<file path="src/rtl/fft_stage_sequencer.sv">
// Radix-2 DIT stage sequencer for the 1-D FFT unit.
// Walks LOG_N stages of N = 2^LOG_N points. Each stage reads N operands
// (top/bottom per butterfly), then drains the butterfly pipeline for PIPE_LAT
// cycles. Write-back addresses are the read addresses delayed PIPE_LAT cycles.
// The operand banks ping-pong every stage: the read bank is stage[0] and the
// write bank is its complement.
//
// Handshake: i_start is sampled only in IDLE. o_busy is high from the first
// read cycle through the last drain cycle. o_done pulses for one cycle after
// the final write, with o_busy low. A new i_start is accepted from the cycle
// after o_done. i_abort is honoured only while o_busy is high; it returns the
// block to IDLE, flushes pending writes and suppresses o_done.
module fft_stage_sequencer #(
  parameter int LOG_N    = 10,
  parameter int PIPE_LAT = 4,
  parameter int STAGE_W  = 4
) (
  input  logic               i_fft_base_clock,
  input  logic               i_fft_reset_n,
  input  logic               i_start,
  input  logic               i_ifft,
  input  logic               i_abort,
  output logic               o_busy,
  output logic               o_done,
  output logic               o_result_bank,
  output logic [STAGE_W-1:0] o_stage,
  output logic               o_rd_bank,
  output logic               o_rd_en,
  output logic [LOG_N-1:0]   o_rd_add,
  output logic               o_bf_start,
  output logic [LOG_N-2:0]   o_tw_add,
  output logic               o_tw_conj,
  output logic               o_wr_en,
  output logic [LOG_N-1:0]   o_wr_add,
  output logic [1:0]         o_fsm_state
);

  typedef enum logic [1:0] {
    IDLE  = 2'd0,
    READ  = 2'd1,
    DRAIN = 2'd2,
    DONE  = 2'd3
  } state_t;

  localparam logic [LOG_N-2:0]   J_LAST      = '1;
  localparam logic [3:0]         DRAIN_LAST  = 4'(PIPE_LAT - 1);
  localparam logic [STAGE_W-1:0] STAGE_LAST  = STAGE_W'(LOG_N - 1);
  localparam logic               RESULT_BANK = ((LOG_N % 2) == 1);

  state_t             state;
  state_t             state_nxt;
  logic [STAGE_W-1:0] stage;
  logic [LOG_N-2:0]   j;
  logic               phase;       // 0 = top operand, 1 = bottom operand
  logic [3:0]         drain_cnt;
  logic               tw_conj;
  logic               result_bank;

  logic               start_take;
  logic               abort_take;
  logic               last_bf;
  logic               drain_end;
  logic               last_stage;

  logic [LOG_N-1:0]   j_ext;
  logic [LOG_N-1:0]   span;
  logic [LOG_N-1:0]   low_mask;
  logic [LOG_N-1:0]   top_add;
  logic [LOG_N-1:0]   tw_full;
  logic [31:0]        tw_shift;

  logic               wr_en_sr  [PIPE_LAT];
  logic [LOG_N-1:0]   wr_add_sr [PIPE_LAT];

  // Control decodes shared by the FSM and the counters
  always_comb begin
    start_take = (state == IDLE) && i_start;
    abort_take = ((state == READ) || (state == DRAIN)) && i_abort;
    last_bf    = phase && (j == J_LAST);
    drain_end  = (drain_cnt == DRAIN_LAST);
    last_stage = (stage == STAGE_LAST);
  end

  // Butterfly address and twiddle index for butterfly j of the current stage.
  // The top-address shift is split so it never needs stage+1 in STAGE_W bits.
  always_comb begin
    j_ext    = LOG_N'(j);
    span     = LOG_N'(1) << stage;
    low_mask = span - LOG_N'(1);
    top_add  = (((j_ext >> stage) << 1) << stage) | (j_ext & low_mask);
    tw_shift = 32'(LOG_N - 1) - 32'(stage);
    tw_full  = (j_ext & low_mask) << tw_shift;
  end

  // FSM state register
  always_ff @(posedge i_fft_base_clock or negedge i_fft_reset_n) begin
    if (!i_fft_reset_n) begin
      state <= IDLE;
    end else begin
      state <= state_nxt;
    end
  end

  // FSM next state and state-decoded outputs
  always_comb begin
    state_nxt  = state;
    o_busy     = 1'b0;
    o_done     = 1'b0;
    o_rd_en    = 1'b0;
    o_rd_add   = '0;
    o_bf_start = 1'b0;
    o_tw_add   = '0;
    case (state)
      IDLE: begin
        if (start_take) state_nxt = READ;
      end
      READ: begin
        o_busy     = 1'b1;
        o_rd_en    = 1'b1;
        o_rd_add   = phase ? (top_add | span) : top_add;
        o_bf_start = !phase;
        o_tw_add   = phase ? '0 : tw_full[LOG_N-2:0];
        if (abort_take)   state_nxt = IDLE;
        else if (last_bf) state_nxt = DRAIN;
      end
      DRAIN: begin
        o_busy = 1'b1;
        if (abort_take)     state_nxt = IDLE;
        else if (drain_end) state_nxt = last_stage ? DONE : READ;
      end
      DONE: begin
        o_done    = 1'b1;
        state_nxt = IDLE;
      end
      default: state_nxt = IDLE;
    endcase
  end

  // Butterfly/stage counters, drain timer and latched mode
  always_ff @(posedge i_fft_base_clock or negedge i_fft_reset_n) begin
    if (!i_fft_reset_n) begin
      stage       <= '0;
      j           <= '0;
      phase       <= 1'b0;
      drain_cnt   <= '0;
      tw_conj     <= 1'b0;
      result_bank <= 1'b0;
    end else if (start_take) begin
      stage       <= '0;
      j           <= '0;
      phase       <= 1'b0;
      drain_cnt   <= '0;
      tw_conj     <= i_ifft;
      result_bank <= 1'b0;
    end else if (!abort_take) begin
      if (state == READ) begin
        phase     <= !phase;
        drain_cnt <= '0;
        if (phase) j <= j + 1'b1;
      end else if (state == DRAIN) begin
        drain_cnt <= drain_cnt + 1'b1;
        if (drain_end) begin
          if (last_stage) begin
            result_bank <= RESULT_BANK;
          end else begin
            stage <= stage + 1'b1;
            j     <= '0;
            phase <= 1'b0;
          end
        end
      end
    end
  end

  // Write-back delay line; an abort empties it so no stale write escapes
  always_ff @(posedge i_fft_base_clock or negedge i_fft_reset_n) begin
    if (!i_fft_reset_n) begin
      for (int i = 0; i < PIPE_LAT; i++) begin
        wr_en_sr[i]  <= 1'b0;
        wr_add_sr[i] <= '0;
      end
    end else if (abort_take) begin
      for (int i = 0; i < PIPE_LAT; i++) begin
        wr_en_sr[i]  <= 1'b0;
        wr_add_sr[i] <= '0;
      end
    end else begin
      wr_en_sr[0]  <= o_rd_en;
      wr_add_sr[0] <= o_rd_add;
      for (int i = 1; i < PIPE_LAT; i++) begin
        wr_en_sr[i]  <= wr_en_sr[i-1];
        wr_add_sr[i] <= wr_add_sr[i-1];
      end
    end
  end

  // Register-driven outputs
  always_comb begin
    o_stage       = stage;
    o_rd_bank     = stage[0];
    o_tw_conj     = tw_conj;
    o_result_bank = result_bank;
    o_wr_en       = wr_en_sr[PIPE_LAT-1];
    o_wr_add      = wr_add_sr[PIPE_LAT-1];
    o_fsm_state   = state;
  end

endmodule

</file>
<file path="config.mk">
export PLATFORM = sky130hd
export DESIGN_NAME = fft_stage_sequencer
export DESIGN_NICKNAME = d
export VERILOG_FILES = /design/src/rtl/fft_stage_sequencer.sv
export SDC_FILE = /design/constraint.sdc
export NUM_CORES = 1
export LEC_CHECK = 0
export ABC_AREA = 1
export ABC_CLOCK_PERIOD_IN_PS = 6200
export BUFFER_PORTS_ARGS = -buffer_cell sky130_fd_sc_hd__buf_2
export CORE_MARGIN = 1.5
export CORE_UTILIZATION = 35
export DETAILED_ROUTE_END_ITERATION = 6
export SYNTH_ARGS = -nofsm -noshare
export SYNTH_HDL_FRONTEND = slang
export SYNTH_SLANG_ARGS = --single-unit
</file>
<file path="constraint.sdc">
create_clock -name i_fft_base_clock -period 6.2 [get_ports i_fft_base_clock]
set_input_delay 0.31 -clock i_fft_base_clock [delete_from_list [all_inputs] [get_ports i_fft_base_clock]]
set_output_delay 0.31 -clock i_fft_base_clock [all_outputs]
set_load 0.05 [all_outputs]
</file>
# Word-level counts from Yosys, hierarchy flattened
# Index checks and enable logic that the tools add are counted.
[word_totals]
register_bits = 66
in_bits = 5
out_inout_bits = 43
wordCells = 105
[classes]
n_addsub = 5
eq_ne = 14
shift = 4
n_mux = 46
bitwise_logic = 3
n_reduce_logical = 18
[op_table]
columns = ["op", "count"]
rows = [
  ["$mux W9", 9],
  ["$mux W4", 11],
  ["$mux W40", 1],
  ["$shl A10 B32 Y9", 1],
  ["$mux W10", 2],
  ["$or A10 B10 Y10", 2],
  ["$mux W1", 16],
  ["$reduce_and A5 Y1", 3],
  ["$mux W2", 6],
  ["$and A9 B10 Y10", 1],
  ["$shl A1 B4 Y10 const A", 1],
  ["$shl A10 B4 Y10", 1],
  ["$sub A10 B1 Y10 const B", 1],
  ["$add A9 B1 Y9 const B", 1],
  ["$eq A9 B9 Y1 const B", 1],
  ["$ne A3 B3 Y1 const B", 3],
  ["$shr A9 B4 Y9", 1],
  ["$add A4 B1 Y4 const B", 2],
  ["$ne A2 B2 Y1 const B", 4],
  ["$pmux W2 S4", 1],
  ["$reduce_bool A2 Y1", 3],
  ["$reduce_bool A3 Y1", 2],
  ["$sub A4 B4 Y5 const A", 1],
  ["$eq A2 B2 Y1 const B", 2],
  ["12 further kinds", 14],
]

# Logic depth before layout (Yosys ltp)
[depth]
depth_word = 8
mapped_depth = 18
depth_no_buf = 16

# Worst setup path before layout
# OpenSTA, ideal clock, no wires.
[synth_path]
path_kind = "register to output"
from = "register stage[1], in the netlist o_stage[1]"
to = "output o_tw_add[1]"
arrival_ps = 3318
t_required_ps = 5890
slack_ps = 2572
path_stages_with_launch = 14
path_cell_list = "dfrtp_1 inv_2 buf_6 buf_2 ha_1 inv_1 nor2_1 inv_1 ha_1 nor2_1 inv_1 a21oi_1 o21ai_1 nor3_1"
[synth_between]
elab_chain_cells = 6
elab_cells_between_ends = 7
[synth_lines]
columns = ["item", "line_no", "source"]
rows = [
  ["start, declared", "52", "logic [STAGE_W-1:0] stage;"],
  ["start signal, assigned", "166", "stage <= stage + 1'b1;"],
  ["$shl A1 B4 Y10", "88", "span = LOG_N'(1) << stage;"],
  ["$sub A10 B1 Y10", "89", "low_mask = span - LOG_N'(1);"],
  ["$and A9 B10 Y10", "92", "tw_full = (j_ext & low_mask) << tw_shift;"],
  ["$shl A10 B32 Y9 (*)", "92", ""],
  ["$mux W9 (*)", "122", "o_tw_add = phase ? '0 : tw_full[LOG_N-2:0];"],
  ["$mux W9 (*)", "113", "case (state)"],
  ["end, declared", "31", "output logic [LOG_N-2:0] o_tw_add,"],
]
# Mark *: on every way between the ends. The rest lies on a longest branch, timed or not.

# Final worst setup path
[layout_path]
from = "register stage[1], in the netlist o_stage[1]"
to = "output o_tw_add[7]"
# Same word-level chain as after synthesis.

==> results.sh <==
export IMPL_yosysTopAreaCellShare_pct=38.17
export IMPL_drive_gt1_share_pct=16.85
export IMPL_grt_overflow_total=0
export IMPL_dpl_hpwl_microns=7694
export IMPL_hold_slack_ns=0.1644
export IMPL_synthFlopType="dfrtp_1"
export IMPL_io_pins=48
export IMPL_worstPathRequired_ns=5.89
export IMPL_synth_most_common_cell="nand2_1"
export IMPL_cts_buffer_depth=2
export IMPL_rr_endpoint="wr_add_sr[38]$_DFF_PN0_"
export IMPL_ant_nets=0
export IMPL_cp_arrival_ns=3.64
export IMPL_peakVddDrop_v=0.0002605
export IMPL_design_die_area_sq_mm=0.01285
export IMPL_setup_tns_ns=0
export IMPL_worst_r2r_path_depth=11
export IMPL_ys_types=40
export IMPL_fin_crit_sh_pct=63.76
export IMPL_cts_hold_buf=0
export IMPL_crit_cells=14
export IMPL_worst_pin_slew_ns=0.9226
export IMPL_core_area_sq_mm=0.01196
export IMPL_chipHeight_microns=113.3
export IMPL_clk_latency_ns=0.32
export IMPL_grt_max_degree=66
export IMPL_grt_pass1_vias=3578
export IMPL_run_status="complete, no violations"
export IMPL_hp_class="in2async"
export IMPL_diodes=0
export IMPL_synth_edff_count=0
export IMPL_die_w_microns=113.3
export IMPL_avgSynthCellArea_sq_um=7.211
export IMPL_fmax_mhz=253.0
export IMPL_clock_tree_root_cell="clkbuf_16"
export IMPL_clkTransAtPathRegs_ns=0.06
export IMPL_path_max_fanout=28
export IMPL_antenna_found_initial=0
export IMPL_r2r_slack_ns=3.15
export IMPL_min_period_ns=3.953
export IMPL_cellPowerDensity_mw_per_mm2=588.8
export IMPL_synth_area_leaders="dfrtp_1 (38%), nand2_1 (10%), inv_1 (7.5%)"
export IMPL_initialDrtViolationCount=391
export IMPL_start_kind="flip-flop"
export IMPL_cp_end_kind="primary output"
export IMPL_avgRoutedWirePerCell_microns=13.67
export IMPL_grtUsageTotal_pct=17.20
export IMPL_worst_path_max_delay_cell="dfrtp_1"
export IMPL_synth_common_cells="nand2_1 (114), inv_1 (85), nor2_1 (72)"
export IMPL_preCtsSetupSlack_ns=2.649
export IMPL_async_flop_share_pct=100.0
export IMPL_drc=0
export IMPL_nets=641
export IMPL_cp_top_family="flip-flops"
export IMPL_h_tree_depth=3
export IMPL_grt_pass1_wl_microns=17560
export IMPL_postCtsSetupBuffers=0
export IMPL_grt_busiest_layer="met2"
export IMPL_seq_area_frac_synth_pct=38.17
export IMPL_utilization_pct=39.80
export IMPL_grt_use_met1_pct=22.33
export IMPL_first_pass_iters=5
export IMPL_use_met3_pct=3.053
export IMPL_area_delta_synth_final_pct=11.71
export IMPL_cpPeakStageDelay_ns=0.94
export IMPL_hold_viol_final=0
export IMPL_synth_seq_cells=65
export IMPL_yosys_area_top_type="dfrtp_1"
export IMPL_rsz0062_at_grt="no"
export IMPL_p_leak_nw=2.411
export IMPL_relSlewSlack_pct=38.49
export IMPL_yosysWarnings=0
export IMPL_worstSetupPathType="reg2out"
export IMPL_max_cap_violations=0
export IMPL_crit_buf_inv=3
export IMPL_vias=3793
export IMPL_r2r_start="o_stage[1]$_DFFE_PN0P_"
export IMPL_cts_tree="done"
export IMPL_crit_chain="inv_2, ha_1, nand2_1, ha_1, nor2_1, inv_1, a21oi_1, o21ai_1, nand2_1, o21ai_1, nand2_1, nand2_1, a21oi_1, buf_2"
export IMPL_start_util_pct=35.63
export IMPL_place_congestion=0.9032
export IMPL_numCtsBuffers=9
export IMPL_io_buffers=46
export IMPL_synthCells=591
export IMPL_post_cts_resized=0
export IMPL_slew_violations=0
export IMPL_drt_total_wl_microns=10530
export IMPL_cts_sinks=65
export IMPL_row_count=40
export IMPL_setup_viol=0
export IMPL_use_met2_pct=29.49
export IMPL_syn_nets=614
export IMPL_crit_top_cell="nand2_1"
export IMPL_synth_area_sq_mm=0.004262
export IMPL_finClkSkew_ns=0.006741
export IMPL_viasPerCell=4.926
export IMPL_fin_ws_ns=2.247
-- state kept, by name, summed over array words and instances, names as in the netlist --
register / count
phase: 1
o_fsm_state: 2
o_wr_en: 1
wr_en_sr: 3
wr_add_sr: 30
o_wr_add: 10
o_stage: 4
drain_cnt: 4
j: 9
o_tw_conj: 1
-- per-stage QoR --
stage | total power (W) | instances | cell area, sq um
CTS | 0.002816 | 770 | 4761
floorplan | 0.002009 | 591 | 4262
global route | 0.003028 | 770 | 4761
detailed placement | 0.002303 | 754 | 4463
global placement | 0.002300 | 754 | 4463
finish | 0.002803 | 770 | 4761
-- layout by cell type (no fill, tap or decap), types with 2 or more instances in the layout --
cell type,Yosys,layout
a21oi_1,36,36
a21oi_2,2,2
buf_2,5,46
buf_4,14,2
clkbuf_16,0,9
clkinv_1,2,2
clkinv_2,0,2
clkinvlp_4,0,2
dfrtp_1,65,65
ha_1,18,18
inv_1,85,85
inv_2,9,9
nand2_1,114,114
nand2_2,11,11
nand3_1,57,57
nand3_2,5,5
nand4_1,6,6
nor2_1,72,72
nor2_2,8,8
nor2_4,2,2
nor3_1,6,6
o211ai_1,3,3
o21ai_0,30,30
o21ai_1,9,9
o22ai_1,3,3
xor2_1,2,2
-- logic make-up (layout without fill, tap and decap cells) --
| logic type | after synthesis | in the layout | share of synthesized area, % |
|---|---|---|---|
| AOI/OAI and AO/OA | 91 | 91 | 11.74 |
| xor gates and xnor gates | 2 | 2 | 0.4111 |
| adders and majority gates | 18 | 18 | 5.285 |
| buffers and inverters | 128 | 160 | 13.80 |
| DFF | 65 | 65 | 38.17 |
| other | 1 | 1 | 0.08800 |
| and+or+nand+nor | 286 | 286 | 30.51 |
-- final cells by class --
cell class / instances / area, sq um
clock buffer: 11 / 242.7
clock inverter: 5 / 55.05
fill: 1227 / 7201
inverter: 96 / 360.3
multi-input combinational: 398 / 2047
sequential: 65 / 1627
tap: 147 / 183.9
timing repair buffer: 48 / 245.2
-- power breakdown --
| group | internal [W] | switching, W | leakage [nW] |
|---|---|---|---|
| clock | 0.000320 | 0.000178 | 0.142 |
| combinational | 0.000423 | 0.00125 | 1.39 |
| sequential | 0.000539 | 0.0000938 | 0.884 |
| total | 0.00128 | 0.00152 | 2.41 |
-- layer usage --
| metal | wire [microns] | share of wire [%] |
|---|---|---|
| met3 | 424 | 4.0 |
| met4 | 155 | 1.5 |
| met5 | 0 | 0 |
| met2 | 5163 | 49 |
| met1 | 4782 | 45 |
-- how the worst max path moves through the flow --
stage	endpoint	slack (ns)	from
2_1_floorplan	o_tw_add[1]	2.57	o_stage[1]$_DFFE_PN0P_
3_3_place_gp	o_tw_add[7]	2.66	o_stage[1]$_DFFE_PN0P_
3_5_place_dp	o_tw_add[7]	2.65	o_stage[1]$_DFFE_PN0P_
4_1_cts	o_tw_add[7]	2.28	o_stage[1]$_DFFE_PN0P_
5_1_grt	o_tw_add[7]	1.80	o_stage[1]$_DFFE_PN0P_
6_report	o_tw_add[7]	2.25	o_stage[1]$_DFFE_PN0P_
Power figures use the tool's default switching activity.
